$ cat config.mk
export PLATFORM = sky130hd
export DESIGN_NAME = load_align_unit_flat
export DESIGN_NICKNAME = d
export VERILOG_FILES = /design/src/rtl/load_align_unit_if.sv /design/src/rtl/load_align_unit.sv /design/src/flat_wrapper.sv
export SDC_FILE = /design/constraint.sdc
export NUM_CORES = 1
export LEC_CHECK = 0
export CORE_AREA = 10 10 130 97
export CTS_BUF_LIST = sky130_fd_sc_hd__clkbuf_2
export DETAILED_ROUTE_END_ITERATION = 6
export DIE_AREA = 0 0 140 107
export HOLD_SLACK_MARGIN = 0.08
export PLACE_DENSITY = 0.79
export SLEW_MARGIN = 10
export SYNTH_ARGS = -nofsm -noshare
export SYNTH_HDL_FRONTEND = slang
export SYNTH_SLANG_ARGS = --single-unit
$ cat constraint.sdc
create_clock -name clk -period 2.7 [get_ports clk]
set_clock_uncertainty 0.2 [all_clocks]
set_input_delay 0.675 -clock clk [delete_from_list [all_inputs] [get_ports clk]]
set_output_delay 0.675 -clock clk [all_outputs]
set_load 0.01 [all_outputs]
$ cat src/rtl/load_align_unit_if.sv
// Data-bus read channel between the load align unit (master) and memory (slave).
interface load_align_unit_if;
    logic        data_req;
    logic [31:0] data_addr;
    logic        data_addr_ok;
    logic        data_data_ok;
    logic [31:0] data_rdata;

    modport master (
        output data_req,
        output data_addr,
        input  data_addr_ok,
        input  data_data_ok,
        input  data_rdata
    );

    modport slave (
        input  data_req,
        input  data_addr,
        output data_addr_ok,
        output data_data_ok,
        output data_rdata
    );
endinterface

$ cat src/rtl/load_align_unit.sv
// Memory-stage load sequencer: issues one bus read per load, aligns and extends
// the returned word, and holds the result until the pipeline takes it.
module load_align_unit #(
    parameter logic [7:0] EXE_LB_OP  = 8'b1110_0000,
    parameter logic [7:0] EXE_LH_OP  = 8'b1110_0001,
    parameter logic [7:0] EXE_LW_OP  = 8'b1110_0011,
    parameter logic [7:0] EXE_LBU_OP = 8'b1110_0100,
    parameter logic [7:0] EXE_LHU_OP = 8'b1110_0101
) (
    input  logic                      clk,
    input  logic                      resetn,
    input  logic                      mem_en,
    input  logic [7:0]                alucontrolM,
    input  logic [31:0]               addrM,
    input  logic                      flush,
    input  logic                      pipe_ready,
    load_align_unit_if.master         bus,
    output logic                      rdata_valid,
    output logic [31:0]               rdata,
    output logic                      stall,
    output logic                      adel,
    output logic [31:0]               badvaddr
);

    typedef enum logic [1:0] {IDLE, ADDR, DATA, HOLD} state_e;

    state_e      state_q, state_d;
    logic        discard_q, discard_d;
    logic [7:0]  op_q, op_d;
    logic [1:0]  off_q, off_d;
    logic [31:0] addr_q, addr_d;
    logic [31:0] rdata_q, rdata_d;

    logic is_load;
    logic aligned;
    logic start;

    function automatic logic [31:0] format_load(input logic [7:0]  op,
                                                input logic [1:0]  off,
                                                input logic [31:0] word);
        logic [7:0]  b;
        logic [15:0] h;
        b = word[8*off +: 8];
        h = off[1] ? word[31:16] : word[15:0];
        if (op == EXE_LB_OP)       format_load = {{24{b[7]}}, b};
        else if (op == EXE_LBU_OP) format_load = {24'd0, b};
        else if (op == EXE_LH_OP)  format_load = {{16{h[15]}}, h};
        else if (op == EXE_LHU_OP) format_load = {16'd0, h};
        else                       format_load = word;
    endfunction

    always_comb begin
        is_load = (alucontrolM == EXE_LW_OP)  || (alucontrolM == EXE_LB_OP) ||
                  (alucontrolM == EXE_LBU_OP) || (alucontrolM == EXE_LH_OP) ||
                  (alucontrolM == EXE_LHU_OP);
        if (alucontrolM == EXE_LW_OP)
            aligned = (addrM[1:0] == 2'b00);
        else if ((alucontrolM == EXE_LH_OP) || (alucontrolM == EXE_LHU_OP))
            aligned = ~addrM[0];
        else
            aligned = 1'b1;
    end

    // Gated with resetn so nothing combinational escapes while reset is held.
    assign start    = resetn && (state_q == IDLE) && mem_en && !flush && is_load && aligned;
    assign adel     = resetn && (state_q == IDLE) && mem_en && !flush && is_load && !aligned;
    assign badvaddr = adel ? addrM : '0;

    assign stall         = start || (state_q == ADDR) || (state_q == DATA);
    assign rdata_valid   = (state_q == HOLD);
    assign rdata         = rdata_q;
    assign bus.data_req  = (state_q == ADDR);
    assign bus.data_addr = addr_q;

    always_comb begin
        state_d   = state_q;
        discard_d = discard_q;
        op_d      = op_q;
        off_d     = off_q;
        addr_d    = addr_q;
        rdata_d   = rdata_q;
        unique case (state_q)
            IDLE: begin
                if (start) begin
                    state_d   = ADDR;
                    discard_d = 1'b0;
                    op_d      = alucontrolM;
                    off_d     = addrM[1:0];
                    addr_d    = {addrM[31:2], 2'b00};
                end
            end
            ADDR: begin
                if (bus.data_addr_ok) begin
                    state_d   = DATA;
                    discard_d = flush;
                end else if (flush) begin
                    state_d = IDLE;
                end
            end
            DATA: begin
                // A killed load still owes the bus its data beat; swallow it here.
                if (bus.data_data_ok) begin
                    discard_d = 1'b0;
                    if (flush || discard_q) begin
                        state_d = IDLE;
                    end else begin
                        state_d = HOLD;
                        rdata_d = format_load(op_q, off_q, bus.data_rdata);
                    end
                end else if (flush) begin
                    discard_d = 1'b1;
                end
            end
            HOLD: begin
                if (flush || pipe_ready) state_d = IDLE;
            end
            default: state_d = IDLE;
        endcase
    end

    always_ff @(posedge clk or negedge resetn) begin
        if (!resetn) begin
            state_q   <= IDLE;
            discard_q <= 1'b0;
            op_q      <= '0;
            off_q     <= '0;
            addr_q    <= '0;
            rdata_q   <= '0;
        end else begin
            state_q   <= state_d;
            discard_q <= discard_d;
            op_q      <= op_d;
            off_q     <= off_d;
            addr_q    <= addr_d;
            rdata_q   <= rdata_d;
        end
    end

endmodule

$ cat src/flat_wrapper.sv
// flat-port wrapper written by rule: the top's interface ports become plain ports
module load_align_unit_flat 
#(
    parameter logic [7:0] EXE_LB_OP  = 8'b1110_0000,
    parameter logic [7:0] EXE_LH_OP  = 8'b1110_0001,
    parameter logic [7:0] EXE_LW_OP  = 8'b1110_0011,
    parameter logic [7:0] EXE_LBU_OP = 8'b1110_0100,
    parameter logic [7:0] EXE_LHU_OP = 8'b1110_0101
)
  (clk, resetn, mem_en, alucontrolM, addrM, flush, pipe_ready, rdata_valid, rdata, stall, adel, badvaddr, bus_data_req, bus_data_addr, bus_data_addr_ok, bus_data_data_ok, bus_data_rdata);
  load_align_unit_if bus_i ();
  input  logic clk;
  input  logic resetn;
  input  logic mem_en;
  input  logic [7:0] alucontrolM;
  input  logic [31:0] addrM;
  input  logic flush;
  input  logic pipe_ready;
  output logic rdata_valid;
  output logic [31:0] rdata;
  output logic stall;
  output logic adel;
  output logic [31:0] badvaddr;
  output wire logic [$bits(bus_i.data_req)-1:0] bus_data_req;
  output wire logic [$bits(bus_i.data_addr)-1:0] bus_data_addr;
  input wire logic [$bits(bus_i.data_addr_ok)-1:0] bus_data_addr_ok;
  input wire logic [$bits(bus_i.data_data_ok)-1:0] bus_data_data_ok;
  input wire logic [$bits(bus_i.data_rdata)-1:0] bus_data_rdata;
  assign bus_data_req = bus_i.data_req;
  assign bus_data_addr = bus_i.data_addr;
  assign bus_i.data_addr_ok = bus_data_addr_ok;
  assign bus_i.data_data_ok = bus_data_data_ok;
  assign bus_i.data_rdata = bus_data_rdata;
  load_align_unit #(.EXE_LB_OP(EXE_LB_OP), .EXE_LH_OP(EXE_LH_OP), .EXE_LW_OP(EXE_LW_OP), .EXE_LBU_OP(EXE_LBU_OP), .EXE_LHU_OP(EXE_LHU_OP)) u_core (.clk(clk), .resetn(resetn), .mem_en(mem_en), .alucontrolM(alucontrolM), .addrM(addrM), .flush(flush), .pipe_ready(pipe_ready), .bus(bus_i), .rdata_valid(rdata_valid), .rdata(rdata), .stall(stall), .adel(adel), .badvaddr(badvaddr));
endmodule
==> qor.txt, run 1 <==
Final Instance Area - 6314 um2
Clock Path Buffers - 2
asr flop ratio synth - 1.000
status - complete, but fails checks
Tmin final - 3.267 ns
final hold slack - 0.1958 ns
initial DRC count - 174
Leak Pwr - 2.848 nW
clock slew at reported path FFs - 0.20 ns
drt pass-1 iters - 4
worst setup margin - -0.5675 ns
FP Rows - 31
Distinct cells, synth - 43
synthesized instance count - 354
fin util - 0.6261
initial antenna violation count - 0
most frequent cell on the critical path - buf_6
Die ar. - 14980 um2
post-route ant nets - 0
failing checks - setup timing
vias in the first global route - 3941
TritonCTS Buffers - 9
Final Setup Violations - 34
WS Path Type - flop to primary output
DP Area - 5897 um2
mean post-synth cell area - 10.88 um2
clk root buf - clkbuf_2
Sum Neg Setup Slack - -18.30 ns
RSZ-0062 raised after global routing - true
CP cell instances - inv_2 -> ha_4 -> nand4b_1 -> a2111oi_4 -> and2b_2 -> buf_6 -> buf_12 -> and2_4 -> buf_6
H-tree Lvls - 3
post-placement cell count - 669
P per Cell Area - 613.2 nW/um2
Max FO, Critical Path - 8
FMAX - 306.0 MHz
crit start category - flop
Post-synth EDFFs - 0
Routed WL per cell - 20.50 um
Syn. warnings - 0
clk sink count - 75
CP max-delay cell - dfrtp_1
final wirelength - 14330 um
main flop type after synthesis - dfrtp_1
IO Port Bufs - 176
total number of vias - 3636
routability cong. - 0.9012
Core ar. - 10080 um2
total design power - 3.871 mW
Starting Density - 0.3819
share of layout cells above drive strength 1 - 0.3280
Slew HR - 0.3619
Finished Layout Cells - 699
Final period util - 1.210
Final Hold Vio Count - 0
I/O pins - 179
Seq cells post-synth - 75
Die X - 140 um
# DRC - 0
post-DR vias/cell - 5.202
crit-path max cell delay - 0.45 ns
worst path required time - 1.82 ns
ANT cells - 0
clk_lat worst skew - 0.52 ns
Mapped Area - 3851 um2
GR Overflow Total - 0
gr usage total - 0.1841
global-route wire length before repair - 22300 um
Nets - 646
Arr. time, crit path - 2.39 ns
worst min path class - primary input to asynchronous set/reset pin
die height - 107 um
Final Slew Violations - 0
VDD IR max - 403.8 uV
Seq/Total Area, Yosys - 0.4873
number of max-cap violations - 0
TritonCTS clock tree - yes
worst-margin pin slew - 0.9571 ns
dpl ws - -0.9546 ns
Layout area overhead - 63.94%
largest net degree at the start of global routing - 76
kind of end point of the critical path - primary output
placed wire-length estimate - 10490 um
[worst paths after layout]
kind                                                    start                                    to  slack [ns]  cells past startpoint
min in group clk                   u_core.op_q[4]$_DFFE_PN0P_            u_core.op_q[4]$_DFFE_PN0P_        0.31                      1
worst max-delay path            u_core.state_q[0]$_DFFE_PN0P_                           badvaddr[3]       -0.57                      9
worst max register to register  u_core.state_q[0]$_DFFE_PN0P_          u_core.discard_q$_DFFE_PN0P_        0.11                     10
worst min-delay path                                   resetn          u_core.rdata[19]$_DFFE_PN0P_        0.20                      2
max in group asynchronous                              resetn  u_core.bus.data_addr[24]$_DFFE_PN0P_        1.47                      2
worst min register to register     u_core.op_q[4]$_DFFE_PN0P_            u_core.op_q[4]$_DFFE_PN0P_        0.31                      1
[cells by family (layout without fill, tap and decap cells)]
group,after synthesis,count (layout),synth area share
DFF,75,75,0.4873
AOI/OAI and AO/OA,79,79,0.1326
and+or+nand+nor,115,115,0.1576
adders and majority gates,5,5,0.01624
buffers and inverters,32,244,0.04321
muxes,47,47,0.1621
other,1,2,0.0009737
[critical path: cells and delay by family (launching register included)]
family	cells	cell delay, ns
flip-flops	1	0.45
adder cells (fa/ha/maj)	1	0.13
buffers and inverters	4	0.46
AND/OR/NAND/NOR	3	0.50
AO/OA/AOI/OAI	1	0.33
[cells in the final DEF (no fill, tap or decap), types with 20 or more instances in the layout]
cell and count:
o21ai_0 32, nand2_1 24, buf_6 37, mux2_2 35, clkdlybuf4s50_1 129, a21oi_1 20
and2_4 29, nor2_1 29, buf_4 36, dfrtp_1 75
[sequential cells by signal, summed over array words and instances, names as in the netlist]
signal	cells
u_core.rdata	32
u_core.state_q	2
u_core.bus.data_addr	30
u_core.discard_q	1
u_core.off_q	2
u_core.op_q	8
[what timing repair did]
action	in CTS	in global routing
setup endpoints to repair	36	35
resized for setup	211	23
pin swaps	39	3
buffers inserted	10	5
cloned	3	0
hold buffers	0	0
[synthesized netlist by cell type, types with 2 or more instances]
| cell | instances | share of area |
|---|---|---|
| dfrtp_1 | 75 | 0.49 |
| mux2_2 | 35 | 0.10 |
| and2_1 | 34 | 0.055 |
| o21ai_0 | 32 | 0.042 |
| nor2_1 | 29 | 0.028 |
| nand2_1 | 25 | 0.024 |
| a21oi_1 | 20 | 0.026 |
| clkbuf_1 | 11 | 0.011 |
| mux4_2 | 8 | 0.047 |
| buf_2 | 7 | 0.0091 |
| inv_1 | 7 | 0.0068 |
| o32a_1 | 7 | 0.018 |
| a41oi_1 | 6 | 0.014 |
| nand2b_1 | 6 | 0.0097 |
| nand4_1 | 6 | 0.0097 |
| ha_1 | 5 | 0.016 |
| buf_6 | 4 | 0.012 |
| nand4b_1 | 3 | 0.0068 |
| a21boi_0 | 2 | 0.0039 |
| a31oi_1 | 2 | 0.0032 |
| buf_4 | 2 | 0.0039 |
| mux2_4 | 2 | 0.0078 |
| mux2i_1 | 2 | 0.0052 |
| nor2b_1 | 2 | 0.0032 |
| nor3_2 | 2 | 0.0052 |
| o22ai_1 | 2 | 0.0032 |
| or2_1 | 2 | 0.0032 |
[layout make-up]
class / count / area, um2
Tap cell: 132 / 165.2
Multi-Input combinational cell: 248 / 1924
Inverter: 7 / 26.28
Sequential cell: 75 / 1877
Fill cell: 820 / 3771
Timing Repair Buffer: 221 / 2205
Clock buffer: 10 / 50.05
Clock inverter: 6 / 66.31
[routing by layer]
layer,share of wire,vias up,track usage
li1,-,1685,-
met1,0.41,1802,0.2177
met2,0.51,132,0.3161
met3,0.075,17,0.06570
met4,0.012,0,0.04044
met5,0,-,0
[power by group]
group          switching, mW  internal, mW  total, mW
logic                  0.708         0.962       1.67
clock network          0.409         0.216      0.625
registers              0.173          1.40       1.58
(Power assumes the default switching activity.)
==> run 2, diff against run 1 <==
- CORE_AREA: 10 10 130 97 -> 10 10 125 93
- DIE_AREA: 0 0 140 107 -> 0 0 135 103
- PLACE_DENSITY: 0.79 -> 0.82
- clock period: 2.7 -> 3.5 ns (I/O delays scaled with it)
==> run 2 against run 1 <==
Compared with the run above:
- the run still ends with setup timing left
- critical path depth fell by 1
- register-to-register slack gained 0.69 ns
- clock-buffer cell count down 1
- critical endpoint is now badvaddr[17]
==> qor.txt, run 2 (synthesized netlist as in run 1, its figures left out) <==
Hold Path Origin - u_core.op_q[7]$_DFFE_PN0P_
Final Setup Violations - 31 (was 34)
worst-margin pin slew - 0.9360 ns (was 0.9571 ns)
GR Overflow Total - 0 (unchanged)
Worst R2R Setup Slack - 0.80 ns (was 0.11 ns)
Leak Pwr - 2.804 nW (was 2.848 nW)
status - complete, but fails checks (unchanged)
clk root buf - clkbuf_2 (unchanged)
I/O pins - 179 (unchanged)
WHS Path Cells - 1
Die ar. - 13910 um2 (was 14980 um2)
initial DRC count - 248 (was 174)
commonest non-fill, non-tap cells in the layout - clkdlybuf4s50_1 (130), dfrtp_1 (75), mux2_2 (35) (was clkdlybuf4s50_1 (129), dfrtp_1 (75), buf_6 (37))
# DRC - 0 (unchanged)
reg2reg path depth - 10 (unchanged)
crit start category - primary input (was flop)
clk_lat worst skew - 0.52 ns (about the same)
worst min path class - flop to flop (was primary input to asynchronous set/reset pin)
Core ar. - 9346 um2 (was 10080 um2)
vias in the first global route - 3879 (was 3941)
number of max-cap violations - 0 (unchanged)
ANT cells - 0 (unchanged)
Nets - 636 (was 646)
largest net degree at the start of global routing - 76 (unchanged)
max FFs per register - 32 (unchanged)
capture point of the worst reg-to-reg path - u_core.discard_q$_DFFE_PN0P_ (unchanged)
clk sink count - 75 (unchanged)
VDD IR max - 317.2 uV (was 403.8 uV)
Layout area overhead - 61.34% (was 63.94%)
P per Cell Area - 486.4 nW/um2 (was 613.2 nW/um2)
die height - 103 um (was 107 um)
gr usage total - 0.1899 (was 0.1841)
Final Hold Vio Count - 0 (unchanged)
final hold slack - 0.3032 ns (was 0.1958 ns)
FP Rows - 30 (was 31)
Max FO, Critical Path - 8 (unchanged)
worst setup margin - -0.07503 ns (was -0.5675 ns)
RSZ-0062 raised after global routing - true (unchanged)
Final Slew Violations - 0 (unchanged)
IO Port Bufs - 176 (unchanged)
Arr. time, crit path - 2.50 ns (was 2.39 ns)
Die X - 135 um (was 140 um)
share of layout cells above drive strength 1 - 0.2998 (was 0.3280)
TritonCTS Buffers - 9 (unchanged)
Starting Density - 0.4120 (was 0.3819)
drt pass-1 iters - 5 (was 4)
placed wire-length estimate - 9911 um (was 10490 um)
commonest non-fill, non-tap cell in the layout - clkdlybuf4s50_1 (unchanged)
clock slew at reported path FFs - 0.21 ns (was 0.20 ns)
WS Path Type - primary input to primary output (was flop to primary output)
post-route ant nets - 0 (unchanged)
routability cong. - 0.8929 (was 0.9012)
worst r2r src - u_core.state_q[1]$_DFFE_PN0P_ (was u_core.state_q[0]$_DFFE_PN0P_)
FILL cells - 710 (was 820)
initial antenna violation count - 0 (unchanged)
Clock Path Buffers - 2 (unchanged)
worst path required time - 2.42 ns (was 1.82 ns)
CTS hold repair buffers - 0 (unchanged)
Slew HR - 0.3760 (was 0.3619)
failing checks - setup timing (unchanged)
Tmin final - 3.575 ns
final wirelength - 13540 um (was 14330 um)
kind of end point of the critical path - primary output (unchanged)
Routed WL per cell - 19.77 um (was 20.50 um)
Final period util - 1.021
fin util - 0.6648 (was 0.6261)
global-route wire length before repair - 20640 um (was 22300 um)
FMAX - 279.7 MHz
total number of vias - 3576 (was 3636)
hold endpoint - u_core.op_q[7]$_DFFE_PN0P_
post-DR vias/cell - 5.220 (was 5.202)
TritonCTS clock tree - yes (unchanged)
H-tree Lvls - 3 (unchanged)
run 2: worst max-delay path: stages:
cell	delay, ns
dlygate4sd2_1	0.24
nand4b_1	0.24
a2111oi_4	0.39
and2b_2	0.24
buf_6	0.14
buf_16	0.13
and2_1	0.11
buf_2	0.12
run 2: through the flow:
stage	setup TNS, ns	instance area (um2)	cells	setup WS (ns)	total power [mW]
after floorplan	0	3855	355	0.3588	1.686
after global placement	-16.92	5789	653	-0.5237	2.349
after detailed placement	-19.24	5789	653	-0.6248	2.391
after CTS	-0.7768	6187	687	-0.04456	3.050
after global routing	-5.574	6213	685	-0.2104	3.226
final	-1.666	6213	685	-0.07503	3.022
run 2: area by class of cell:
class / count / area (um2) / area share
Timing Repair Buffer: 211 / 2088 / 0.3361
Tap cell: 128 / 160.2 / 0.02578
Clock buffer: 9 / 45.04 / 0.007249
Inverter: 7 / 26.28 / 0.004229
Clock inverter: 7 / 106.4 / 0.01712
Multi-Input combinational cell: 248 / 1911 / 0.3075
Sequential cell: 75 / 1877 / 0.3021
run 2: how the worst max path moves through the flow:
| stage | endpoint | depth (start not counted) | startpoint | slack [ns] |
|---|---|---|---|---|
| after CTS | badvaddr[10] | 10 | u_core.state_q[1]$_DFFE_PN0P_ | -0.04 |
| after global routing | badvaddr[17] | 9 | u_core.state_q[0]$_DFFE_PN0P_ | -0.21 |
| final | badvaddr[17] | 8 | flush | -0.08 |
| after global placement | badvaddr[13] | 7 | alucontrolM[2] | -0.52 |
| after detailed placement | badvaddr[23] | 8 | alucontrolM[2] | -0.62 |
| after floorplan | badvaddr[15] | 5 | flush | 0.36 |
run 2: power by group:
group	internal, mW	total (mW)	leakage [nW]	switching, mW
sequential	1.08	1.22	0.984	0.134
combinational	0.690	1.21	1.73	0.524
clock	0.300	0.593	0.0884	0.293
run 2: routing by layer:
metal	share of wire	track usage	up-vias	wire (um)
li1	-	-	1654	-
met1	0.40	0.2194	1731	5353
met2	0.49	0.3205	173	6676
met3	0.10	0.08082	18	1362
met4	0.011	0.04785	0	151
met5	0	0	-	0
run 2: timing repair:
action                                  4_1_cts  5_1_grt
setup buffers                                15        1
endpoints found under the setup margin       34       34
gates cloned                                  3        0
resized for setup                           200       26
pin swaps                                    36        3
==> run 3, diff against run 2 <==
- CORE_AREA: 10 10 125 93 -> 10 10 122 91
- CTS_BUF_LIST: sky130_fd_sc_hd__clkbuf_2 -> sky130_fd_sc_hd__clkbuf_16
- DIE_AREA: 0 0 135 103 -> 0 0 132 101
- DONT_BUFFER_PORTS: unset -> 1
- PLACE_DENSITY: 0.82 -> 0.6
- clock period: 3.5 -> 3.4 ns (I/O delays scaled with it)
==> run 3 against run 2 <==
Compared with the run above:
- flip-flop and latch count is the same
- wire length decreased by 15%
- worst hold slack worse by 0.097 ns
- global-route usage decreased by 3.1 points
- setup slack improved by 0.15 ns
- critical path depth down 1
- largest cell class is now registers
- power decreased by 9.8%
- combinational power down 58%
- final cell count shrank 29%
- critical path type is now flop to primary output
- the run now ends clean
- register-to-register slack got worse by 0.14 ns
==> qor.txt, run 3 (synthesized netlist as in run 1, its figures left out) <==
commonest non-fill, non-tap cell in the layout - dfrtp_1 (was clkdlybuf4s50_1)
TritonCTS Buffers - 9 (unchanged)
Max FO, Critical Path - 4 (was 8)
Die X - 132 um (was 135 um)
Sum Neg Setup Slack - 0 ns (was -1.666 ns)
Routed WL per cell - 23.92 um (was 19.77 um)
Final Hold Vio Count - 0 (unchanged)
placed wire-length estimate - 8388 um (was 9911 um)
VDD IR max - 305.1 uV (was 317.2 uV)
total design power - 2.725 mW (was 3.022 mW)
Clock Path Buffers - 2 (unchanged)
global-route wire length before repair - 16860 um (was 20640 um)
gr usage total - 0.1592 (was 0.1899)
Starting Density - 0.4368 (was 0.4120)
sequential cell area - 1877 um2 (unchanged)
routability cong. - 0.8783 (was 0.8929)
FILL cells - 842 (was 710)
FMAX - 300.8 MHz
total number of vias - 2813 (was 3576)
Critical Path Start - u_core.state_q[1]$_DFFE_PN0P_ (was flush)
worst r2r src - u_core.state_q[1]$_DFFE_PN0P_ (unchanged)
ANT cells - 0 (unchanged)
FP Rows - 29 (was 30)
Layout area overhead - 10.69% (was 61.34%)
status - finished, final reports clean (was complete, but fails checks)
vias in the first global route - 2746 (was 3879)
Nets - 439 (was 636)
final wirelength - 11580 um (was 13540 um)
# DRC - 0 (unchanged)
number of max-cap violations - 0 (unchanged)
kind of end point of the critical path - primary output (unchanged)
commonest non-fill, non-tap cells in the layout - dfrtp_1 (75), mux2_2 (35), o21ai_0 (32) (was clkdlybuf4s50_1 (130), dfrtp_1 (75), mux2_2 (35))
Tmin final - 3.325 ns
Final Setup Violations - 0 (was 31)
share of layout cells above drive strength 1 - 0.2222 (was 0.2998)
IO Port Bufs - 0 (was 176)
reg2reg path depth - 9 (was 10)
post-route ant nets - 0 (unchanged)
worst-margin pin slew - 0.6684 ns (was 0.9360 ns)
Final period util - 0.9779
clk sink count - 75 (unchanged)
initial antenna violation count - 0 (unchanged)
clock slew at reported path FFs - 0.06 ns (was 0.21 ns)
clk root buf - clkbuf_16 (was clkbuf_2)
M1 GR Usage - 0.1877 (was 0.2194)
initial DRC count - 274 (was 248)
GR Overflow Total - 0 (unchanged)
worst min path class - primary input to asynchronous set/reset pin (was flop to flop)
drt pass-1 iters - 5 (unchanged)
Slew HR - 0.5544 (was 0.3760)
WS Path Type - flop to primary output (was primary input to primary output)
Finished Layout Cells - 484 (was 685)
max FFs per register - 32 (unchanged)
Arr. time, crit path - 2.28 ns (was 2.50 ns)
P per Cell Area - 639.2 nW/um2 (was 486.4 nW/um2)
Die ar. - 13330 um2 (was 13910 um2)
crit start category - flop (was primary input)
I/O pins - 179 (unchanged)
post-DR vias/cell - 5.812 (was 5.220)
gr busiest metal - met2 (unchanged)
grt met3 use - 0.08416 (was 0.08082)
post-placement cell count - 462 (was 653)
Leak Pwr - 1.939 nW (was 2.804 nW)
Core ar. - 8817 um2 (was 9346 um2)
TritonCTS clock tree - yes (unchanged)
grt met2 use - 0.2422 (was 0.3205)
Final Slew Violations - 0 (unchanged)
multi-input logic area - 1857 um2 (was 1911 um2)
largest net degree at the start of global routing - 76 (unchanged)
worst path required time - 2.35 ns (was 2.42 ns)
clk_lat worst skew - 0.32 ns (was 0.52 ns)
H-tree Lvls - 3 (unchanged)
die height - 101 um (was 103 um)
run 3: cell types whose count changed in the layout (fill, tap and decap cells not counted), sizes merged:
cell	before	now
clkdlybuf4s50	130	0
buf	69	10
dlygate4sd2	10	0
and2b	1	5
bufinv	3	0
inv	7	9
clkbuf	10	9
clkdlybuf4s15	1	0
clkinv	4	5
run 3: final cells by class:
class                           instances  area share
Clock buffer                            9     0.05283
Clock inverter                          7    0.006457
Inverter                                7    0.006164
Multi-Input combinational cell        252      0.4356
Sequential cell                        75      0.4403
Tap cell                              124     0.03640
Timing Repair Buffer                   10     0.02231
run 3: final timing paths:
kind | to | slack, ns
max | badvaddr[6] | 0.07
min | u_core.rdata[3]$_DFFE_PN0P_ | 0.21
max reg2reg | u_core.discard_q$_DFFE_PN0P_ | 0.66
min reg2reg | u_core.op_q[6]$_DFFE_PN0P_ | 0.27
max in group asynchronous | u_core.bus.data_addr[2]$_DFFE_PN0P_ | 2.46
min in group clk | u_core.op_q[6]$_DFFE_PN0P_ | 0.27
run 3: stage by stage:
| step | hold WS, ns | cell area, um2 | util | worst slack (ns) |
|---|---|---|---|---|
| 6_report | 0.2058 | 4263 | 0.4835 | 0.07500 |
| 5_1_grt | 0.2290 | 4263 | 0.4835 | -0.03086 |
| 4_1_cts | 0.2219 | 4212 | 0.4777 | 0.02058 |
| 3_5_place_dp | 0.2569 | 3930 | 0.4457 | 0.1582 |
| 3_3_place_gp | 0.2509 | 3930 | 0.4457 | 0.2030 |
| 2_1_floorplan | 0.2346 | 3855 | - | 0.3088 |
run 3: power by group:
part           total [mW]  switching [mW]  leakage (nW)  internal (mW)
Clock               0.811           0.334         0.132          0.476
Combinational       0.505           0.266         0.823          0.239
Sequential           1.41           0.290         0.984           1.12
run 3: routing by layer:
layer | wire (um) | share of wire | vias up
met5 | 0 | 0 | -
met4 | 206 | 0.018 | 0
met3 | 1419 | 0.12 | 17
met2 | 5389 | 0.47 | 156
met1 | 4563 | 0.39 | 1379
li1 | - | - | 1261
run 3: timing repair:
action                                  4_1_cts  5_1_grt
endpoints found under the setup margin       31       31
endpoints found under the hold margin        75        0
hold buffers                                  1        0
cloned                                        0        4
gates resized for setup                       1        8
pin swaps                                     0        1
buffers inserted                              0        1
run 3: critical path: stages (launching register included):
cell and delay [ns]:
dfrtp_1 0.41, inv_1 0.12, ha_2 0.23, nand4b_1 0.16
a2111oi_4 0.35, buf_4 0.20, and2b_1 0.25, and2_1 0.22
